--- src/rtl/pitch_game_pkg.sv ---
// Shared types and defaults for the voice-controlled wall game.
// Timing defaults describe standard 640x480 VGA.
package pitch_game_pkg;

  typedef enum logic [1:0] {IDLE, PLAY, OVER} state_t;

  typedef struct packed {
    logic [3:0] r;
    logic [3:0] g;
    logic [3:0] b;
  } rgb_t;

  localparam int H_VISIBLE_DEF = 640;
  localparam int H_FP_DEF      = 16;
  localparam int H_SYNC_DEF    = 96;
  localparam int H_BP_DEF      = 48;
  localparam int V_VISIBLE_DEF = 480;
  localparam int V_FP_DEF      = 10;
  localparam int V_SYNC_DEF    = 2;
  localparam int V_BP_DEF      = 33;

  localparam rgb_t RGB_BLACK = 12'h000;
  localparam rgb_t RGB_RED   = 12'hF00;
  localparam rgb_t RGB_GREEN = 12'h0F0;
  localparam rgb_t RGB_BLUE  = 12'h00F;

  localparam logic [7:0] LFSR_SEED = 8'hA5;

  // Fibonacci LFSR, taps 8,6,5,4
  function automatic logic [7:0] lfsr_step(input logic [7:0] s);
    return {s[6:0], s[7] ^ s[5] ^ s[4] ^ s[3]};
  endfunction

endpackage

--- src/rtl/pitch_game_vga_timing.sv ---
// Pixel-enable divider, raster counters and active-low syncs.
// Syncs decode the counters directly so they line up with xpos/ypos.
module vga_timing
  import pitch_game_pkg::*;
#(
  parameter int H_VISIBLE = H_VISIBLE_DEF,
  parameter int H_FP      = H_FP_DEF,
  parameter int H_SYNC    = H_SYNC_DEF,
  parameter int H_BP      = H_BP_DEF,
  parameter int V_VISIBLE = V_VISIBLE_DEF,
  parameter int V_FP      = V_FP_DEF,
  parameter int V_SYNC    = V_SYNC_DEF,
  parameter int V_BP      = V_BP_DEF
) (
  input  logic       clk,
  input  logic       resetNot,
  output logic       pix_en,
  output logic [9:0] xpos,
  output logic [9:0] ypos,
  output logic       hsync,
  output logic       vsync
);

  localparam int H_TOTAL = H_VISIBLE + H_FP + H_SYNC + H_BP;
  localparam int V_TOTAL = V_VISIBLE + V_FP + V_SYNC + V_BP;
  localparam logic [9:0] X_LAST   = 10'(H_TOTAL - 1);
  localparam logic [9:0] Y_LAST   = 10'(V_TOTAL - 1);
  localparam logic [9:0] HS_FIRST = 10'(H_VISIBLE + H_FP);
  localparam logic [9:0] HS_LAST  = 10'(H_VISIBLE + H_FP + H_SYNC - 1);
  localparam logic [9:0] VS_FIRST = 10'(V_VISIBLE + V_FP);
  localparam logic [9:0] VS_LAST  = 10'(V_VISIBLE + V_FP + V_SYNC - 1);

  always_ff @(posedge clk or negedge resetNot) begin
    if (!resetNot) begin
      pix_en <= 1'b0;
      xpos   <= '0;
      ypos   <= '0;
    end else begin
      pix_en <= ~pix_en;
      if (pix_en) begin
        if (xpos == X_LAST) begin
          xpos <= '0;
          ypos <= (ypos == Y_LAST) ? '0 : ypos + 10'd1;
        end else begin
          xpos <= xpos + 10'd1;
        end
      end
    end
  end

  assign hsync = !(xpos >= HS_FIRST && xpos <= HS_LAST);
  assign vsync = !(ypos >= VS_FIRST && ypos <= VS_LAST);

endmodule

--- src/rtl/pitch_game_top.sv ---
// Voice-controlled wall game: mic pitch sets player height, wall scrolls
// left once per frame, VGA colour is decoded from counters and game state.
module pitch_game_top
  import pitch_game_pkg::*;
#(
  parameter int H_VISIBLE     = H_VISIBLE_DEF,
  parameter int H_FP          = H_FP_DEF,
  parameter int H_SYNC        = H_SYNC_DEF,
  parameter int H_BP          = H_BP_DEF,
  parameter int V_VISIBLE     = V_VISIBLE_DEF,
  parameter int V_FP          = V_FP_DEF,
  parameter int V_SYNC        = V_SYNC_DEF,
  parameter int V_BP          = V_BP_DEF,
  parameter int WINDOW_CYCLES = 1048576,
  parameter int PITCH_SHIFT   = 2,
  parameter int PLAYER_X      = 100,
  parameter int PLAYER_SIZE   = 16,
  parameter int WALL_W        = 16,
  parameter int GAP_H         = 128,
  parameter int GAP_MIN       = 32
) (
  input  logic       clk,
  input  logic       resetNot,
  input  logic       start_button_not,
  input  logic       mic_clk,
  output logic [9:0] xpos,
  output logic [9:0] ypos,
  output logic       hsync,
  output logic       vsync,
  output logic [3:0] red,
  output logic [3:0] green,
  output logic [3:0] blue
);

  localparam int WIN_W    = $clog2(WINDOW_CYCLES);
  localparam int FLOOR_Y  = V_VISIBLE - 1 - PLAYER_SIZE;
  localparam int GAP_SPAN = V_VISIBLE - GAP_H - 2 * GAP_MIN;
  localparam int HW       = 16 + PITCH_SHIFT;
  localparam logic [WIN_W-1:0] WIN_LAST = WIN_W'(WINDOW_CYCLES - 1);
  localparam logic [9:0] WALL_START = 10'(H_VISIBLE - 1);
  localparam logic [9:0] GAP_RESET  = 10'((V_VISIBLE - GAP_H) / 2);

  logic             pix_en, frame_tick, out_en;
  logic [1:0]       btn_sync, mic_sync;
  logic             btn_prev, press, mic_prev, mic_rise;
  logic [WIN_W-1:0] win_cnt;
  logic [15:0]      edge_cnt, pitch_count;
  logic [HW-1:0]    h_raw;
  logic [9:0]       h_clamp, player_y, wall_x, gap_y;
  logic [7:0]       lfsr, lfsr_next;
  logic             wall_hit_x, in_gap, collide, visible, in_player, in_wall;
  state_t           state, state_next;
  rgb_t             pix;

  function automatic logic [9:0] gap_from(input logic [7:0] s);
    return 10'(GAP_MIN) + 10'(s) % 10'(GAP_SPAN);
  endfunction

  vga_timing #(
    .H_VISIBLE(H_VISIBLE), .H_FP(H_FP), .H_SYNC(H_SYNC), .H_BP(H_BP),
    .V_VISIBLE(V_VISIBLE), .V_FP(V_FP), .V_SYNC(V_SYNC), .V_BP(V_BP)
  ) u_vga (
    .clk(clk), .resetNot(resetNot), .pix_en(pix_en),
    .xpos(xpos), .ypos(ypos), .hsync(hsync), .vsync(vsync)
  );

  // Button idles high, so its synchroniser resets high to avoid a false press.
  always_ff @(posedge clk or negedge resetNot) begin
    if (!resetNot) begin
      btn_sync <= 2'b11;
      btn_prev <= 1'b1;
      mic_sync <= 2'b00;
      mic_prev <= 1'b0;
      out_en   <= 1'b0;
    end else begin
      btn_sync <= {btn_sync[0], start_button_not};
      btn_prev <= btn_sync[1];
      mic_sync <= {mic_sync[0], mic_clk};
      mic_prev <= mic_sync[1];
      out_en   <= 1'b1;
    end
  end

  assign press    = btn_prev & ~btn_sync[1];
  assign mic_rise = mic_sync[1] & ~mic_prev;

  // An edge landing on the window-end cycle seeds the next window.
  always_ff @(posedge clk or negedge resetNot) begin
    if (!resetNot) begin
      win_cnt     <= '0;
      edge_cnt    <= '0;
      pitch_count <= '0;
    end else if (win_cnt == WIN_LAST) begin
      win_cnt     <= '0;
      pitch_count <= edge_cnt;
      edge_cnt    <= {15'd0, mic_rise};
    end else begin
      win_cnt <= win_cnt + WIN_W'(1);
      if (mic_rise && edge_cnt != 16'hFFFF) edge_cnt <= edge_cnt + 16'd1;
    end
  end

  assign h_raw    = HW'(pitch_count) << PITCH_SHIFT;
  assign h_clamp  = (h_raw > HW'(FLOOR_Y)) ? 10'(FLOOR_Y) : h_raw[9:0];
  assign player_y = 10'(FLOOR_Y) - h_clamp;

  assign frame_tick = pix_en && xpos == '0 && ypos == 10'(V_VISIBLE);
  assign lfsr_next  = lfsr_step(lfsr);

  assign wall_hit_x = ({1'b0, wall_x} < 11'(PLAYER_X + PLAYER_SIZE)) &&
                      ({1'b0, wall_x} + 11'(WALL_W) > 11'(PLAYER_X));
  assign in_gap     = (player_y >= gap_y) &&
                      ({1'b0, player_y} + 11'(PLAYER_SIZE) <= {1'b0, gap_y} + 11'(GAP_H));
  assign collide    = wall_hit_x && !in_gap;

  always_ff @(posedge clk or negedge resetNot) begin
    if (!resetNot) state <= IDLE;
    else           state <= state_next;
  end

  always_comb begin
    state_next = state;
    case (state)
      IDLE:    if (press) state_next = PLAY;
      PLAY:    if (frame_tick && collide) state_next = OVER;
      OVER:    if (press) state_next = IDLE;
      default: state_next = IDLE;
    endcase
  end

  always_ff @(posedge clk or negedge resetNot) begin
    if (!resetNot) begin
      wall_x <= WALL_START;
      gap_y  <= GAP_RESET;
      lfsr   <= LFSR_SEED;
    end else if (state == IDLE && press) begin
      wall_x <= WALL_START;
      gap_y  <= gap_from(lfsr);
    end else if (state == PLAY && frame_tick) begin
      if (wall_x == '0) begin
        wall_x <= WALL_START;
        lfsr   <= lfsr_next;
        gap_y  <= gap_from(lfsr_next);
      end else begin
        wall_x <= wall_x - 10'd1;
      end
    end
  end

  assign visible   = xpos < 10'(H_VISIBLE) && ypos < 10'(V_VISIBLE);
  assign in_player = xpos >= 10'(PLAYER_X) && {1'b0, xpos} < 11'(PLAYER_X + PLAYER_SIZE) &&
                     ypos >= player_y && {1'b0, ypos} < {1'b0, player_y} + 11'(PLAYER_SIZE);
  assign in_wall   = xpos >= wall_x && {1'b0, xpos} < {1'b0, wall_x} + 11'(WALL_W) &&
                     (ypos < gap_y || {1'b0, ypos} >= {1'b0, gap_y} + 11'(GAP_H));

  always_comb begin
    pix = RGB_BLACK;
    if (out_en && visible) begin
      case (state)
        IDLE: pix = RGB_BLUE;
        PLAY: begin
          if (in_player)    pix = RGB_RED;
          else if (in_wall) pix = RGB_GREEN;
        end
        OVER:    pix = RGB_RED;
        default: pix = RGB_BLACK;
      endcase
    end
  end

  assign red   = pix.r;
  assign green = pix.g;
  assign blue  = pix.b;

endmodule

--- config.mk ---
export PLATFORM = sky130hd
export DESIGN_NAME = pitch_game_top
export DESIGN_NICKNAME = d
export VERILOG_FILES = /design/src/rtl/pitch_game_pkg.sv /design/src/rtl/pitch_game_vga_timing.sv /design/src/rtl/pitch_game_top.sv
export SDC_FILE = /design/constraint.sdc
export NUM_CORES = 1
export LEC_CHECK = 0
export BUFFER_PORTS_ARGS = -buffer_cell sky130_fd_sc_hd__buf_4
export CAP_MARGIN = 0
export CORE_UTILIZATION = 57
export DETAILED_ROUTE_END_ITERATION = 10
export GPL_TIMING_DRIVEN = 0
export PLACE_DENSITY = 0.75
export SLEW_MARGIN = 20
export SYNTH_ARGS = -nofsm -noshare
export SYNTH_HDL_FRONTEND = slang
export SYNTH_SLANG_ARGS = --single-unit
--- constraint.sdc ---
create_clock -name clk -period 14.3 [get_ports clk]
set_input_delay 1.43 -clock clk [delete_from_list [all_inputs] [get_ports clk]]
set_output_delay 1.43 -clock clk [all_outputs]
set_load 0.05 [all_outputs]
After elaboration in Yosys (flattened, before gate mapping)
Cells that the tools add are included.

cells by class
  multiply operators = 0
  magnitude comparators = 19
  bitwise gates (word level) = 9
  equal/unequal tests = 10
  shift operators = 0
  reduce and logical (&&, ||, !) cells = 32
  $add $sub $neg = 11
  muxes and demuxes = 20
  divide/modulo/power cells = 2

operators by type and width
  operator                 number
  $mux W10                 9
  $pmux W12 S3             1
  $mux W16                 2
  $ge A10 B10 Y1           3
  $mux W12                 2
  $add A10 B5 Y11 const B  2
  $lt A10 B11 Y1           2
  $add A10 B1 Y10 const B  2
  $add A20 B1 Y20 const B  1
  $add A6 B10 Y10 const A  2
  $eq A10 B10 Y1 const B   2
  $eq A20 B20 Y1 const B   1
  $logic_not A10 Y1        2
  $lt A10 B7 Y1 const B    2
  $mod A8 B9 Y10 const B   2
  $mux W20                 1
  $gt A18 B9 Y1 const B    1
  $logic_and A1 B1 Y1      18
  $add A16 B1 Y16 const B  1
  $ne A16 B16 Y1 const B   1
  $add A10 B8 Y11 const B  1
  $ge A10 B11 Y1           1
  $gt A11 B7 Y1 const B    1
  $le A11 B11 Y1           1
  26 further kinds         42

storage, ports and cells
  bits in writable memories = 0
  memories kept = 0
  bits in latches = 0
  word-level logic and storage cells = 118
  input port bits = 4
  bits in read-only memories = 0
  flip-flop bits (word level) = 110
  output and inout bits = 34

Depth between registers and ports, before layout
Gate-level depths: netlist of run 1.

  depth in word-level cells = 11
  depth in mapped cells = 19
  depth with buffers taken out = 18

Hierarchy
From an unflattened synthesis of run 1, not the netlist that was laid out.

unflattened totals
  cells, all modules = 778
  area total of the unflattened synthesis = 7159.4 µm²

by module, submodules not included
  module          seq. area each (µm²)  instances  area each (µm²)  cells each
  pitch_game_top  2224.6                1          5993.2           668
  vga_timing      525.5                 1          1166.1           110

Worst setup path after synthesis of run 1
OpenSTA, ideal clock, no wires.

  path type = reg-to-output
  start = register pitch_count[12]
  end = output port green[1]
  buffers on the path = 2
  data arrival time = 6.717 ns
  required time = 12.870 ns
  stages on the path, launching flop included = 17
  slack = 6.153 ns
  cells stage by stage = dfrtp_1 -> or4_1 -> or3_1 -> clkbuf_1 -> nor2_1 -> nand2_1 -> ha_1 -> xor2_1 -> inv_1 -> ha_1 -> a21oi_1 -> a21boi_0 -> a2111oi_0 -> a221o_1 -> a21oi_1 -> a2111oi_0 -> buf_4

on the way
  cells in the longest elaborated chain, start to end = 9
  elaborated cells on any way between the ends = 11
  classes of those cells = 2 x add/sub; 3 x order compare; 4 x mux; 2 x reduce/logical

RTL lines
  item                                                          line                                          source
  from (decl)                                                   pitch_game_top.sv:47                          logic [15:0] edge_cnt, pitch_count;
  from (signal assigned)                                        pitch_game_top.sv:95                          pitch_count <= edge_cnt;
  $gt A18 B9 Y1 (*)                                             pitch_game_top.sv:104                         assign h_clamp = (h_raw > HW'(FLOOR_Y)) ? 10'(FLOOR_Y) : h_raw[9:0];
  $mux W10 (*)                                                  pitch_game_top.sv:104
  $sub A9 B10 Y10 (*)                                           pitch_game_top.sv:105                         assign player_y = 10'(FLOOR_Y) - h_clamp;
  $add A10 B5 Y11 / $ge A10 B10 Y1 (equally long branches)      pitch_game_top.sv:152                         ypos >= player_y && {1'b0, ypos} < {1'b0, player_y} + 11'(PLAYER_SIZE);
  $lt A10 B11 Y1 / $logic_and A1 B1 Y1 (equally long branches)  pitch_game_top.sv:152, pitch_game_top.sv:151
  $logic_and A1 B1 Y1 (*)                                       pitch_game_top.sv:152
  $mux W12 (*)                                                  pitch_game_top.sv:162                         if (in_player) pix = RGB_RED;
  $pmux W12 S3 (*)                                              pitch_game_top.sv:159                         case (state)
  $mux W12 (*)                                                  pitch_game_top.sv:158                         if (out_en && visible) begin
  to (decl)                                                     pitch_game_top.sv:31                          output logic [3:0] green,

Mark *: on every way between the ends. The rest lies on a longest branch, timed or not.

Final worst setup path of run 1
  start = register pitch_count[12]
  end = output port green[2]

The elaborated chain is that of the path after synthesis.

==> results of run 1 <==
## sequential cells by signal, summed over array words and instances, names as in the netlist, 2 cells and up
register     cells
gap_y            9
state            2
lfsr             8
pitch_count     16
btn_sync         2
u_vga.ypos      10
edge_cnt        16
wall_x          10
u_vga.xpos      10
win_cnt         20
mic_sync         2
## worst min-delay path by stage
stage | startpoint | cells after the start | endpoint | slack (ns)
floorplan | mic_sync[0] | 0 | mic_sync[1] | 0.33
global placement | mic_sync[0] | 0 | mic_sync[1] | 0.34
detailed placement | mic_sync[0] | 0 | mic_sync[1] | 0.34
CTS | mic_sync[0] | 0 | mic_sync[1] | 0.36
global route | btn_sync[0] | 0 | btn_sync[1] | 0.37
finish | mic_sync[0] | 0 | mic_sync[1] | 0.36
## cells in the final DEF, fill, tap and decap left out, types with 4 or more instances in the layout
| cell type | instances |
|---|---|
| nor2_1 | 54 |
| dfrtp_1 | 91 |
| and4_1 | 8 |
| or4_1 | 5 |
| nand4_1 | 18 |
| mux2_2 | 15 |
| a31oi_1 | 4 |
| o21ai_0 | 46 |
| buf_2 | 5 |
| or3_1 | 11 |
| clkbuf_1 | 13 |
| o21a_1 | 8 |
| nor3_1 | 21 |
| inv_8 | 4 |
| o22ai_1 | 7 |
| nor4_1 | 4 |
| inv_1 | 46 |
| xor2_1 | 20 |
| clkbuf_16 | 9 |
| dfstp_2 | 18 |
| nand2b_1 | 7 |
| a21o_1 | 10 |
| ha_1 | 74 |
| nand3_1 | 33 |
| nor2b_1 | 8 |
| a21oi_1 | 33 |
| and3_1 | 19 |
| o31ai_1 | 4 |
| buf_4 | 45 |
| xnor2_1 | 31 |
| nand2_1 | 83 |
## cell families (layout without fill, tap and decap cells)
| kind of cell | Yosys count | after routing | synth area share (%) |
|---|---|---|---|
| AND/OR/NAND/NOR | 291 | 291 | 21.1 |
| AO/OA/AOI/OAI | 145 | 145 | 12.9 |
| flip-flops | 109 | 109 | 39.0 |
| buffers and inverters | 76 | 129 | 4.61 |
| adder cells (fa/ha/maj) | 74 | 74 | 13.1 |
| XOR/XNOR | 51 | 51 | 6.34 |
| multiplexers | 18 | 18 | 2.84 |
| other | 1 | 1 | 0.0532 |
## final cells by class
cell class                      count  area share [%]
Clock inverter                      7            1.13
Clock buffer                        9            2.88
Tap cell                          147            2.35
Multi-Input combinational cell    580            50.8
Buffer                             30            1.95
Inverter                           46            2.20
Sequential cell                   109            35.1
Timing Repair Buffer               37            3.59
## critical path: cells and delay by family, from the launching register on
kind            cells  cell delay, ns
compound gates      6            1.79
fa+ha+maj           2            0.61
xor+xnor            1            0.32
buf+inv             4            0.67
flops               1            0.38
simple gates        4            1.62
## report_power, final
group	internal (mW)	total [mW]	switching (mW)	leakage, nW
combinational	0.0440	0.109	0.0653	2.15
clock	0.141	0.267	0.125	0.158
sequential	0.330	0.351	0.0217	1.41
total	0.515	0.727	0.212	3.71
## per-layer routing
layer	global-route usage, %	vias up
li1	-	2815
met1	34.7	2820
met2	45.2	146
met3	4.93	21
met4	8.42	0
met5	0	-
==> impl_metrics.env, run 1 <==
export IMPL_grt_pass1_wl_um=27300
export IMPL_remaining_drc_errors=0
export IMPL_gp_congestion=0.908
export IMPL_max_stage_delay_ns=0.86
export IMPL_fp_dieH_um=113
export IMPL_setup_violations_final=0
export IMPL_vias=5802
export IMPL_clock_skew_ns=0.00686
export IMPL_regArea_mm2=0.00275
export IMPL_postCtsSetupBuffers=0
export IMPL_powerDensity_mw_per_mm2=92.9
export IMPL_wl_per_cell_um=16.5
export IMPL_period_needed_ns=7.20
export IMPL_arrival_ns=5.77
export IMPL_crit_chain="or4_1 > or3_1 > clkbuf_1 > nor2_1 > nand2_1 > ha_1 > xor2_1 > inv_1 > ha_1 > a21oi_1 > a21boi_0 > a2111oi_0 > a221o_1 > a21oi_1 > a2111oi_1 > buf_4 > buf_4"
export IMPL_postSynthAreaPerCell_um2=9.22
export IMPL_synth_common_cells="dfrtp_1, nand2_1, ha_1"
export IMPL_grt_use_total_pct=26.7
export IMPL_h_tree_depth=3
export IMPL_synth_ff_type="dfrtp_1"
export IMPL_wl_met1_um=7290
export IMPL_cp_endpoint="green[2]"
export IMPL_ctsResizeCount=0
export IMPL_finalCritPeriodShare_pct=50.4
export IMPL_max_cap_violations=0
export IMPL_synth_edf_count=0
export IMPL_tns_ns=0
export IMPL_grt_ovfl_total=0
export IMPL_drt_iter0_drc=373
export IMPL_fin_area_mm2=0.00783
export IMPL_hold_path_class="register to register"
export IMPL_wl_met3_um=641
export IMPL_routed_wl_met2_um=7730
export IMPL_start_kind="register"
export IMPL_viasPerCell=6.01
export IMPL_finalCoreUtilization_pct=65.2
export IMPL_leakage_nw=3.71
export IMPL_finalHoldViolCount=0
export IMPL_synth_seq_area_share_pct=39.0
export IMPL_reg2reg_slack_ns=9.64
export IMPL_fillers=984
export IMPL_max_freq_mhz=139
export IMPL_ys_types=65
export IMPL_dr_pass1_iters=5
export IMPL_end_kind="output pin"
export IMPL_synth_net_count=843
export IMPL_grt_pass1_vias=5791
export IMPL_synth_seq_cells=109
export IMPL_clockBufferDepth=2
export IMPL_power_mw=0.727
export IMPL_crit_fanout=7
export IMPL_area_delta_synth_final_pct=11.1
export IMPL_cts_clk_slew_worst_paths_ns=0.08
export IMPL_r2r_start="pitch_count[12]"
export IMPL_cts_root_buf="clkbuf_16"
export IMPL_yosys_warnings=0
export IMPL_grt_max_degree=110
export IMPL_antenna_found_initial=0
export IMPL_drt_wl_total_um=15900
export IMPL_max_vdd_ir_drop_v=0.0000892
export IMPL_synth_cells=765
export IMPL_dpl_instance_area_mm2=0.00752
export IMPL_coreArea_mm2=0.0120
export IMPL_relSlewSlack_pct=34.1
export IMPL_synth_most_common_cell="dfrtp_1"
export IMPL_multi_input_area_mm2=0.00398
export IMPL_syn_area_mm2=0.00705
export IMPL_fin_ws_ns=7.10
export IMPL_top_layer_used="met4"
export IMPL_synth_top_area_share_pct=32.3
export IMPL_yosys_area_top_type="dfrtp_1"
export IMPL_num_nets_final=891
export IMPL_r2r_cells=15
export IMPL_clk_latency_ns=0.36
export IMPL_dp_slack_ns=7.14
export IMPL_ios=38
export IMPL_cts_tree="yes"
export IMPL_std_cell_rows=40
export IMPL_crit_start="pitch_count[12]"
export IMPL_antenna_left=0
export IMPL_die_x_um=113
export IMPL_tightest_slew_ns=0.985
export IMPL_numCtsBuffers=9
export IMPL_antenna_cells=0
export IMPL_dp_hpwl_um=11900
export IMPL_slew_violations=0
export IMPL_portBuffers=37
export IMPL_cts_hold_buf=0
export IMPL_initial_core_util_pct=58.7
export IMPL_critPathRequiredTime_ns=12.87
export IMPL_layout_drive_gt1_share_pct=13.9
export IMPL_worstSetupPathType="register to output pin"
export IMPL_status="completed"
export IMPL_timing_hold_ws_ns=0.357
export IMPL_synth_area_leaders="dfrtp_1, ha_1, dfstp_2"
export IMPL_rsz0062_at_grt="false"
export IMPL_place_inst=949
export IMPL_cts_sink_count=109
export IMPL_rr_endpoint="state[0]"
export IMPL_stdcell_count=965
export IMPL_cp_slowest_cell="a2111oi_1"
export IMPL_dieArea_mm2=0.0128
export IMPL_async_reset_ff_share_pct=100
Power figures use the tool's default switching activity.
==> run 2, diff against run 1 <==
--- a/config.mk
+++ b/config.mk
@@ -7,10 +7,10 @@
 export LEC_CHECK = 0
 export BUFFER_PORTS_ARGS = -buffer_cell sky130_fd_sc_hd__buf_4
 export CAP_MARGIN = 0
-export CORE_UTILIZATION = 57
+export CORE_UTILIZATION = 56
 export DETAILED_ROUTE_END_ITERATION = 10
 export GPL_TIMING_DRIVEN = 0
-export PLACE_DENSITY = 0.75
+export PLACE_DENSITY = 0.77
 export SLEW_MARGIN = 20
 export SYNTH_ARGS = -nofsm -noshare
 export SYNTH_HDL_FRONTEND = slang
==> constraint.sdc (replaced) <==
create_clock -name clk -period 6.6 [get_ports clk]
set_input_delay 0.66 -clock clk [delete_from_list [all_inputs] [get_ports clk]]
set_output_delay 0.66 -clock clk [all_outputs]
set_load 0.05 [all_outputs]
==> impl_metrics.env, run 2 (synthesis gave the netlist of run 1 again) <==
export IMPL_gp_congestion=0.938
export IMPL_vias=5838
export IMPL_fp_dieH_um=114
export IMPL_finalCritPeriodShare_pct=90.7
export IMPL_tightest_slew_ns=0.980
export IMPL_cts_tree="yes"
export IMPL_dieArea_mm2=0.0130
export IMPL_max_cap_violations=0
export IMPL_fillers=1018
export IMPL_crit_buf_inv=4
export IMPL_clock_skew_ns=0.00643
export IMPL_fin_area_mm2=0.00784
export IMPL_final_common_cell="dfrtp_1"
export IMPL_arrival_ns=5.33
export IMPL_ios=38
export IMPL_crit_chain="or4_1 > or3_1 > clkbuf_1 > nor2_1 > nand2_1 > ha_1 > xor2_1 > and3_1 > buf_2 > xnor2_1 > ha_1 > or4_1 > o2111ai_1 > a2bb2oi_1 > a21oi_1 > a2111oi_2 > buf_4 > buf_4"
export IMPL_period_needed_ns=5.99
export IMPL_cts_clk_slew_worst_paths_ns=0.07
export IMPL_hold_path_class="register to register"
export IMPL_largest_reg_flops=20
export IMPL_dr_pass1_iters=5
export IMPL_clockBufferDepth=2
export IMPL_max_vdd_ir_drop_v=0.000235
export IMPL_slew_violations=0
export IMPL_num_nets_final=891
export IMPL_reg_largest_list="win_cnt x20, edge_cnt x16, pitch_count x16"
export IMPL_status="completed"
export IMPL_dpl_instance_area_mm2=0.00754
export IMPL_viasPerCell=5.92
export IMPL_relSlewSlack_pct=34.7
export IMPL_finalHoldViolCount=0
export IMPL_cts_root_buf="clkbuf_16"
export IMPL_cp_slowest_cell="or4_1"
export IMPL_dp_hpwl_um=11900
export IMPL_h_tree_depth=3
export IMPL_grt_use_total_pct=25.9
export IMPL_postCtsSetupBuffers=0
export IMPL_die_x_um=114
export IMPL_tns_ns=0
export IMPL_max_freq_mhz=167
export IMPL_area_delta_synth_final_pct=11.3
export IMPL_timing_hold_ws_ns=0.356
export IMPL_powerDensity_mw_per_mm2=195
export IMPL_numCtsBuffers=9
export IMPL_antenna_found_initial=0
export IMPL_cts_hold_buf=0
export IMPL_end_kind="output pin"
export IMPL_portBuffers=37
export IMPL_grt_pass1_wl_um=26700
export IMPL_std_cell_rows=40
export IMPL_drt_iter0_drc=345
export IMPL_place_inst=970
export IMPL_max_stage_delay_ns=0.56
export IMPL_stdcell_count=986
export IMPL_cts_sink_count=109
export IMPL_ctsResizeCount=0
export IMPL_remaining_drc_errors=0
export IMPL_initial_core_util_pct=58.0
export IMPL_coreArea_mm2=0.0122
export IMPL_power_mw=1.53
export IMPL_antenna_cells=0
export IMPL_antenna_left=0
export IMPL_setup_violations_final=0
export IMPL_clk_latency_ns=0.36
export IMPL_drt_wl_total_um=15900
export IMPL_grt_pass1_vias=5726
export IMPL_crit_fanout=7
export IMPL_grt_max_degree=110
export IMPL_worstSetupPathType="register to output pin"
export IMPL_cp_top_family="simple AND/OR/NAND/NOR gates"
export IMPL_rsz0062_at_grt="false"
export IMPL_wl_per_cell_um=16.1
export IMPL_layout_drive_gt1_share_pct=14.1
export IMPL_start_kind="register"
export IMPL_critPathRequiredTime_ns=5.94
export IMPL_regMostFlops="win_cnt"
export IMPL_grt_ovfl_total=0
export IMPL_leakage_nw=3.71
export IMPL_final_cell_mix="dfrtp_1, nand2_1, ha_1"
## run 2: power breakdown
part / internal (mW) / switching, mW
combinational: 0.0953 / 0.142
clock: 0.281 / 0.249
sequential: 0.714 / 0.0461
## run 2: area by class of cell
cell class	instances	area [um2]	area share (%)
Buffer	30	153	1.95
Inverter	46	173	2.20
Tap cell	168	210	2.68
Clock inverter	5	42.5	0.542
Sequential cell	109	2750	35.1
Multi-Input combinational cell	580	3980	50.8
Clock buffer	11	253	3.22
Timing Repair Buffer	37	282	3.59
## run 2: stage by stage
stage	util, %	setup WS [ns]
floorplan	-	0.0830
global placement	62.0	0.965
detailed placement	62.0	0.823
CTS	64.5	0.415
global route	64.5	0.207
finish	64.5	0.612
## run 2: final timing paths
path / startpoint / to / slack [ns] / cells after the start
setup / recovery: pitch_count[12] / green[2] / 0.61 / 18
hold / removal: btn_sync[0] / btn_sync[1] / 0.36 / 0
setup reg to reg: pitch_count[12] / state[0] / 2.06 / 17
hold reg to reg: btn_sync[0] / btn_sync[1] / 0.36 / 0
max in group asynchronous: resetNot / wall_x[7] / 5.52 / 1
min in group asynchronous: resetNot / u_vga.xpos[9] / 0.41 / 1
## run 2: per-layer routing
layer / vias to the layer above / routed length (um) / global-route usage, %
li1: 2814 / - / -
met2: 150 / 8180 / 46.9
met5: - / 0 / 0
met3: 35 / 697 / 5.08
met4: 0 / 463 / 9.78
met1: 2839 / 6570 / 30.2
